`src/rtl/reset_seq_ctrl_if.sv`:
```
// rtl/reset_seq_ctrl_if.sv - lock/request inputs and staged reset outputs of reset_seq_ctrl
interface reset_seq_ctrl_if #(
  parameter int NUM_STAGES = 3
);
  logic                  locked;
  logic                  soft_reset_req;
  logic                  dcm_reset;
  logic [NUM_STAGES-1:0] stage_reset_n;
  logic                  ready;
  logic [3:0]            retry_cnt;

  // master: the sequencer; slave: the DCM/board side and reset consumers
  modport master (
    input  locked, soft_reset_req,
    output dcm_reset, stage_reset_n, ready, retry_cnt
  );
  modport slave (
    output locked, soft_reset_req,
    input  dcm_reset, stage_reset_n, ready, retry_cnt
  );
endinterface

```
`src/rtl/reset_seq_ctrl.sv`:
```
// rtl/reset_seq_ctrl.sv - DCM reset, lock qualification and staged per-domain reset release
module reset_seq_ctrl #(
  parameter int NUM_STAGES     = 3,
  parameter int DCM_RST_CYCLES = 4,
  parameter int LOCK_TIMEOUT   = 1024,
  parameter int STABLE_CYCLES  = 16,
  parameter int STAGE_GAP      = 8,
  parameter int CNT_W          = 16
) (
  input  logic             clk,
  input  logic             reset,
  reset_seq_ctrl_if.master rs
);

  typedef enum logic [2:0] {
    S_DCM_RST,
    S_WAIT_LOCK,
    S_STABLE,
    S_RELEASE,
    S_RUN
  } state_t;

  localparam logic [CNT_W-1:0] DCM_LAST     = CNT_W'(DCM_RST_CYCLES - 1);
  localparam logic [CNT_W-1:0] TIMEOUT_LAST = CNT_W'(LOCK_TIMEOUT - 1);
  // The WAIT_LOCK cycle that first sees lock counts as the first qualified cycle.
  localparam logic [CNT_W-1:0] STABLE_LAST  = CNT_W'((STABLE_CYCLES > 1) ? STABLE_CYCLES - 2 : 0);
  localparam logic [CNT_W-1:0] GAP_LAST     = CNT_W'(STAGE_GAP - 1);

  state_t                state_q, state_d;
  logic [CNT_W-1:0]      cnt_q, cnt_d;
  logic                  dcm_reset_q, dcm_reset_d;
  logic [NUM_STAGES-1:0] stage_q, stage_d;
  logic [NUM_STAGES-1:0] stage_first, stage_next;
  logic                  ready_q, ready_d;
  logic [3:0]            retry_q, retry_d;
  logic [1:0]            lock_sync;
  logic                  locked_s;

  always_ff @(posedge clk or negedge reset) begin
    if (!reset) begin
      lock_sync <= '0;
    end else begin
      lock_sync <= {lock_sync[0], rs.locked};
    end
  end

  assign locked_s = lock_sync[1];

  always_ff @(posedge clk or negedge reset) begin
    if (!reset) begin
      state_q     <= S_DCM_RST;
      cnt_q       <= '0;
      dcm_reset_q <= 1'b1;
      stage_q     <= '0;
      ready_q     <= 1'b0;
      retry_q     <= 4'd0;
    end else begin
      state_q     <= state_d;
      cnt_q       <= cnt_d;
      dcm_reset_q <= dcm_reset_d;
      stage_q     <= stage_d;
      ready_q     <= ready_d;
      retry_q     <= retry_d;
    end
  end

  // Stages come up in index order: shift a one in from bit 0.
  always_comb begin
    stage_first    = '0;
    stage_first[0] = 1'b1;
    stage_next     = '0;
    stage_next[0]  = 1'b1;
    for (int i = 1; i < NUM_STAGES; i++) begin
      stage_next[i] = stage_q[i-1];
    end
  end

  always_comb begin
    state_d = state_q;
    cnt_d   = cnt_q + 1'b1;
    stage_d = stage_q;
    ready_d = ready_q;
    retry_d = retry_q;

    unique case (state_q)
      S_DCM_RST: begin
        if (cnt_q == DCM_LAST) begin
          state_d = S_WAIT_LOCK;
          cnt_d   = '0;
        end
      end

      S_WAIT_LOCK: begin
        if (locked_s) begin
          state_d = S_STABLE;
          cnt_d   = '0;
        end else if (cnt_q == TIMEOUT_LAST) begin
          state_d = S_DCM_RST;
          cnt_d   = '0;
          if (retry_q != 4'hf) begin
            retry_d = retry_q + 4'd1;
          end
        end
      end

      S_STABLE: begin
        if (!locked_s) begin
          state_d = S_WAIT_LOCK;
          cnt_d   = '0;
        end else if (cnt_q == STABLE_LAST) begin
          state_d = S_RELEASE;
          cnt_d   = '0;
          stage_d = stage_first;
          if (NUM_STAGES == 1) begin
            ready_d = 1'b1;
            state_d = S_RUN;
          end
        end
      end

      S_RELEASE: begin
        if (!locked_s) begin
          state_d = S_DCM_RST;
          cnt_d   = '0;
          stage_d = '0;
          ready_d = 1'b0;
        end else if (cnt_q == GAP_LAST) begin
          cnt_d   = '0;
          stage_d = stage_next;
          if (stage_next[NUM_STAGES-1]) begin
            ready_d = 1'b1;
            state_d = S_RUN;
          end
        end
      end

      S_RUN: begin
        cnt_d = '0;
        // Lock loss takes priority over a software request.
        if (!locked_s) begin
          state_d = S_DCM_RST;
          stage_d = '0;
          ready_d = 1'b0;
        end else if (rs.soft_reset_req) begin
          state_d = S_STABLE;
          stage_d = '0;
          ready_d = 1'b0;
        end
      end

      default: begin
        state_d = S_DCM_RST;
        cnt_d   = '0;
        stage_d = '0;
        ready_d = 1'b0;
      end
    endcase

    dcm_reset_d = (state_d == S_DCM_RST);
  end

  assign rs.dcm_reset     = dcm_reset_q;
  assign rs.stage_reset_n = stage_q;
  assign rs.ready         = ready_q;
  assign rs.retry_cnt     = retry_q;

endmodule

```
`src/flat_wrapper.sv`:
```
// flat-port wrapper written by rule: the top's interface ports become plain ports
module reset_seq_ctrl_flat 
#(
  parameter int NUM_STAGES     = 3,
  parameter int DCM_RST_CYCLES = 4,
  parameter int LOCK_TIMEOUT   = 1024,
  parameter int STABLE_CYCLES  = 16,
  parameter int STAGE_GAP      = 8,
  parameter int CNT_W          = 16
)
  (clk, reset, rs_locked, rs_soft_reset_req, rs_dcm_reset, rs_stage_reset_n, rs_ready, rs_retry_cnt);
  reset_seq_ctrl_if #(.NUM_STAGES(NUM_STAGES)) rs_i ();
  input  logic clk;
  input  logic reset;
  input wire logic [$bits(rs_i.locked)-1:0] rs_locked;
  input wire logic [$bits(rs_i.soft_reset_req)-1:0] rs_soft_reset_req;
  output wire logic [$bits(rs_i.dcm_reset)-1:0] rs_dcm_reset;
  output wire logic [$bits(rs_i.stage_reset_n)-1:0] rs_stage_reset_n;
  output wire logic [$bits(rs_i.ready)-1:0] rs_ready;
  output wire logic [$bits(rs_i.retry_cnt)-1:0] rs_retry_cnt;
  assign rs_i.locked = rs_locked;
  assign rs_i.soft_reset_req = rs_soft_reset_req;
  assign rs_dcm_reset = rs_i.dcm_reset;
  assign rs_stage_reset_n = rs_i.stage_reset_n;
  assign rs_ready = rs_i.ready;
  assign rs_retry_cnt = rs_i.retry_cnt;
  reset_seq_ctrl #(.NUM_STAGES(NUM_STAGES), .DCM_RST_CYCLES(DCM_RST_CYCLES), .LOCK_TIMEOUT(LOCK_TIMEOUT), .STABLE_CYCLES(STABLE_CYCLES), .STAGE_GAP(STAGE_GAP), .CNT_W(CNT_W)) u_core (.clk(clk), .reset(reset), .rs(rs_i));
endmodule
```
`config.mk`:
```
export PLATFORM = sky130hd
export DESIGN_NAME = reset_seq_ctrl_flat
export DESIGN_NICKNAME = d
export VERILOG_FILES = /design/src/rtl/reset_seq_ctrl_if.sv /design/src/rtl/reset_seq_ctrl.sv /design/src/flat_wrapper.sv
export SDC_FILE = /design/constraint.sdc
export NUM_CORES = 1
export LEC_CHECK = 0
export ABC_CLOCK_PERIOD_IN_PS = 1860
export BUFFER_PORTS_ARGS = -buffer_cell sky130_fd_sc_hd__buf_2
export CAP_MARGIN = 10
export CORE_ASPECT_RATIO = 1.5
export CORE_MARGIN = 2
export CORE_UTILIZATION = 42
export CTS_CLUSTER_SIZE = 8
export DETAILED_ROUTE_END_ITERATION = 6
export PLACE_DENSITY = 0.68
export SYNTH_ARGS = -nofsm -noshare
export SYNTH_HDL_FRONTEND = slang
export SYNTH_SLANG_ARGS = --single-unit
```
`constraint.sdc`:
```
create_clock -name clk -period 1.86 [get_ports clk]
set_clock_uncertainty 0.1 [all_clocks]
set_input_delay 0.186 -clock clk [delete_from_list [all_inputs] [get_ports clk]]
set_output_delay 0.186 -clock clk [all_outputs]
set_load 0.05 [all_outputs]
```
==> results_dict.tcl <==
set metrics [dict create \
    cp.buffers_inverters 0 \
    ys_seq_area_share_pct 44.1 \
    wl_per_cell_um 15.6 \
    vias 1408 \
    hp-class "in2reg" \
    fmax_ghz 0.549 \
    ctsLongestPathBuffers 2 \
    cp_max_fo 7 \
    grt_pass1_vias 1402 \
    gp_congestion 0.803 \
    yosysWarnings 0 \
    syn-num-nets 171 \
    netlist_instances 164 \
    cts_buffers 5 \
    wl_met2_um 2050 \
    met1_length_um 1580 \
    viasPerCell 5.75 \
    slew_headroom_pct 54.5 \
    cts.sinks 30 \
    fin_util_pct 54.0 \
    grt_start_max_net_pins 31 \
    layout_commonest_cell "dfrtp_1" \
    whs_ns 0.109 \
    outcome "completed" \
    crit_path_end_kind "flop" \
    worst_path_max_delay_cell "dfrtp_2" \
    worstSkewPairLatency_ns 0.29 \
    final_cell_mix "dfrtp_1, buf_4, a21oi_1" \
    synth_top_flop_cell "dfrtp_1" \
    p_per_area_nw_per_um2 974 \
    antenna_found_initial 0 \
    instances_no_fill 245 \
    ys_seq_elements 30 \
    h-tree-depth 2 \
    drv_slew 0 \
    grt_pass1_wl_um 6310 \
    wl_um 3820 \
    timing_worst_slew_pin_value_ns 0.683 \
    dr.pass1.iters 4 \
    io_pins 13 \
    dr_wl_met3_um 77 \
    rsz0062_at_grt "true" \
    design_area_um2 2120 \
    crit_chain "nor4_4, nand4_1, a221oi_2, o21a_1" \
    peakVddDrop_mv 0.754 \
    place_area_um2 1940 \
    grt_overflow 0 \
    rows 28 \
    drc 0 \
    start_util_pct 43.4 \
    ant_nets 0 \
    required_ns 1.99 \
    portBuffers 12 \
    arrival_ns 1.95 \
    die-area_um2 4590 \
    cts_tree "built" \
    die_w_um 56.0 \
    synth_area_per_cell_um2 10.4 \
    setup-violations-final 0 \
    initialDrtViolationCount 45 \
    synth_area_um2 1700 \
    p_leak_nw 0.950 \
    top_layer "met4" \
    fin_nets 206 \
    period_share_pct 97.9 \
    place_hpwl_um 2700 \
    root_buffer "clkbuf_8" \
    synth_cell_types 42 \
    layout-drive-gt1-share_pct 32.0 \
    dp_cells 231 \
    synthArstFlopShare_pct 100 \
    setup_tns_ns 0 \
    critPathKind "reg2reg" \
    min_period_ns 1.82 \
    die_h_um 82.0 \
    synth_edf_count 0 \
    grt_usage_pct 17.8 \
    cap_violations 0 \
    startpoint_type "flop" \
    hold_viol_final 0 \
    max_stage_delay_ns 0.46 \
    antenna_cells 0 \
    cp_top_family "simple AND/OR/NAND/NOR gates" \
    fp.coreArea_um2 3920 \
    clk_pin_slew_ns 0.06 \
    syn_to_final_growth_pct 24.3 \
]
==> metal layers <==
| metal | up-vias | GRT usage [%] |
|---|---|---|
| met3 | 10 | 3.78 |
| met5 | - | 0 |
| met4 | 0 | 8.57 |
| met2 | 13 | 31.9 |
| li1 | 671 | - |
| met1 | 714 | 20.1 |
==> per-stage QoR <==
step / power, mW / setup WS [ns]
after floorplan: 1.29 / 0.0265
after global placement: 1.47 / 0.0638
after detailed placement: 1.50 / 0.00492
after CTS: 2.05 / 0.00491
after global routing: 2.18 / -0.0681
final: 2.06 / 0.0394
==> state kept, by name, indices dropped and copies added (netlist names) <==
signal                   count
u_core.cnt_q                16
u_core.lock_sync             2
u_core.rs.dcm_reset          1
u_core.rs.ready              1
u_core.rs.retry_cnt          4
u_core.rs.stage_reset_n      3
u_core.state_q               3
==> layout make-up <==
cell class,count,area (µm²)
clock buffer,7,86.3
sequential,30,754
tap,45,56.3
timing repair buffer,38,285
inverter,6,22.5
fill,354,1810
multi-input combinational,118,908
clock inverter,1,5.00
==> synthesized netlist by cell type, types with 3 or more instances <==
library cell	number	share of area, %
nor3_1	6	1.8
dfrtp_1	29	43
and3_1	3	1.1
nor2_1	7	1.5
inv_1	6	1.3
a21oi_1	15	4.4
o21ai_0	3	0.88
xnor2_1	6	3.1
nor3b_1	3	1.3
clkbuf_2	3	0.88
nand4_1	9	3.3
a2bb2oi_1	3	1.5
buf_2	4	1.2
xor2_1	10	5.1
nand2_1	9	2.0
ha_1	3	2.2
and4_1	3	1.5
nand3_1	10	2.9
nor4_4	3	3.7
==> tightest hold or removal path: cells and delay by family <==
family,cells,cell delay (ns)
AOI/OAI and AO/OA,1,0.07
and+or+nand+nor,1,0.10
buffers and inverters,1,0.10
==> kinds of logic after synthesis <==
kind of cell    count (synthesis)  synth area share [%]
compound gates                 31                  13.6
xor+xnor                       16                  8.22
fa+ha+maj                       3                  2.20
buf+inv                        16                  4.92
flops                          30                  44.1
mux                             1                 0.661
simple gates                   67                  26.3
==> path summary, 6_finish.rpt <==
kind,from,slack (ns),cells past startpoint,to
min,rs_soft_reset_req,0.11,3,u_core.state_q[1]$_DFF_PN0_
max,u_core.cnt_q[5]$_DFF_PN0_,0.04,4,u_core.rs.stage_reset_n[0]$_DFFE_PN0P_
max reg2reg,u_core.cnt_q[5]$_DFF_PN0_,0.04,4,u_core.rs.stage_reset_n[0]$_DFFE_PN0P_
min in group asynchronous,reset,0.37,2,u_core.cnt_q[9]$_DFF_PN0_
min reg2reg,u_core.lock_sync[0]$_DFF_PN0_,0.28,0,u_core.lock_sync[1]$_DFF_PN0_
max in group asynchronous,reset,0.81,2,u_core.cnt_q[5]$_DFF_PN0_
==> report_power, final <==
group          internal (mW)  total [mW]  switching, mW
combinational          0.289       0.687          0.398
sequential             0.739       0.833         0.0941
clock                  0.298       0.542          0.245
==> timing repair <==
item,in CTS,in global routing
hold endpoints to repair,30,0
hold buffers,2,0
gates resized for setup,0,12
endpoints found under the setup margin,0,23
setup buffers,0,4
Note: power is estimated with default switching activity, not from simulation.
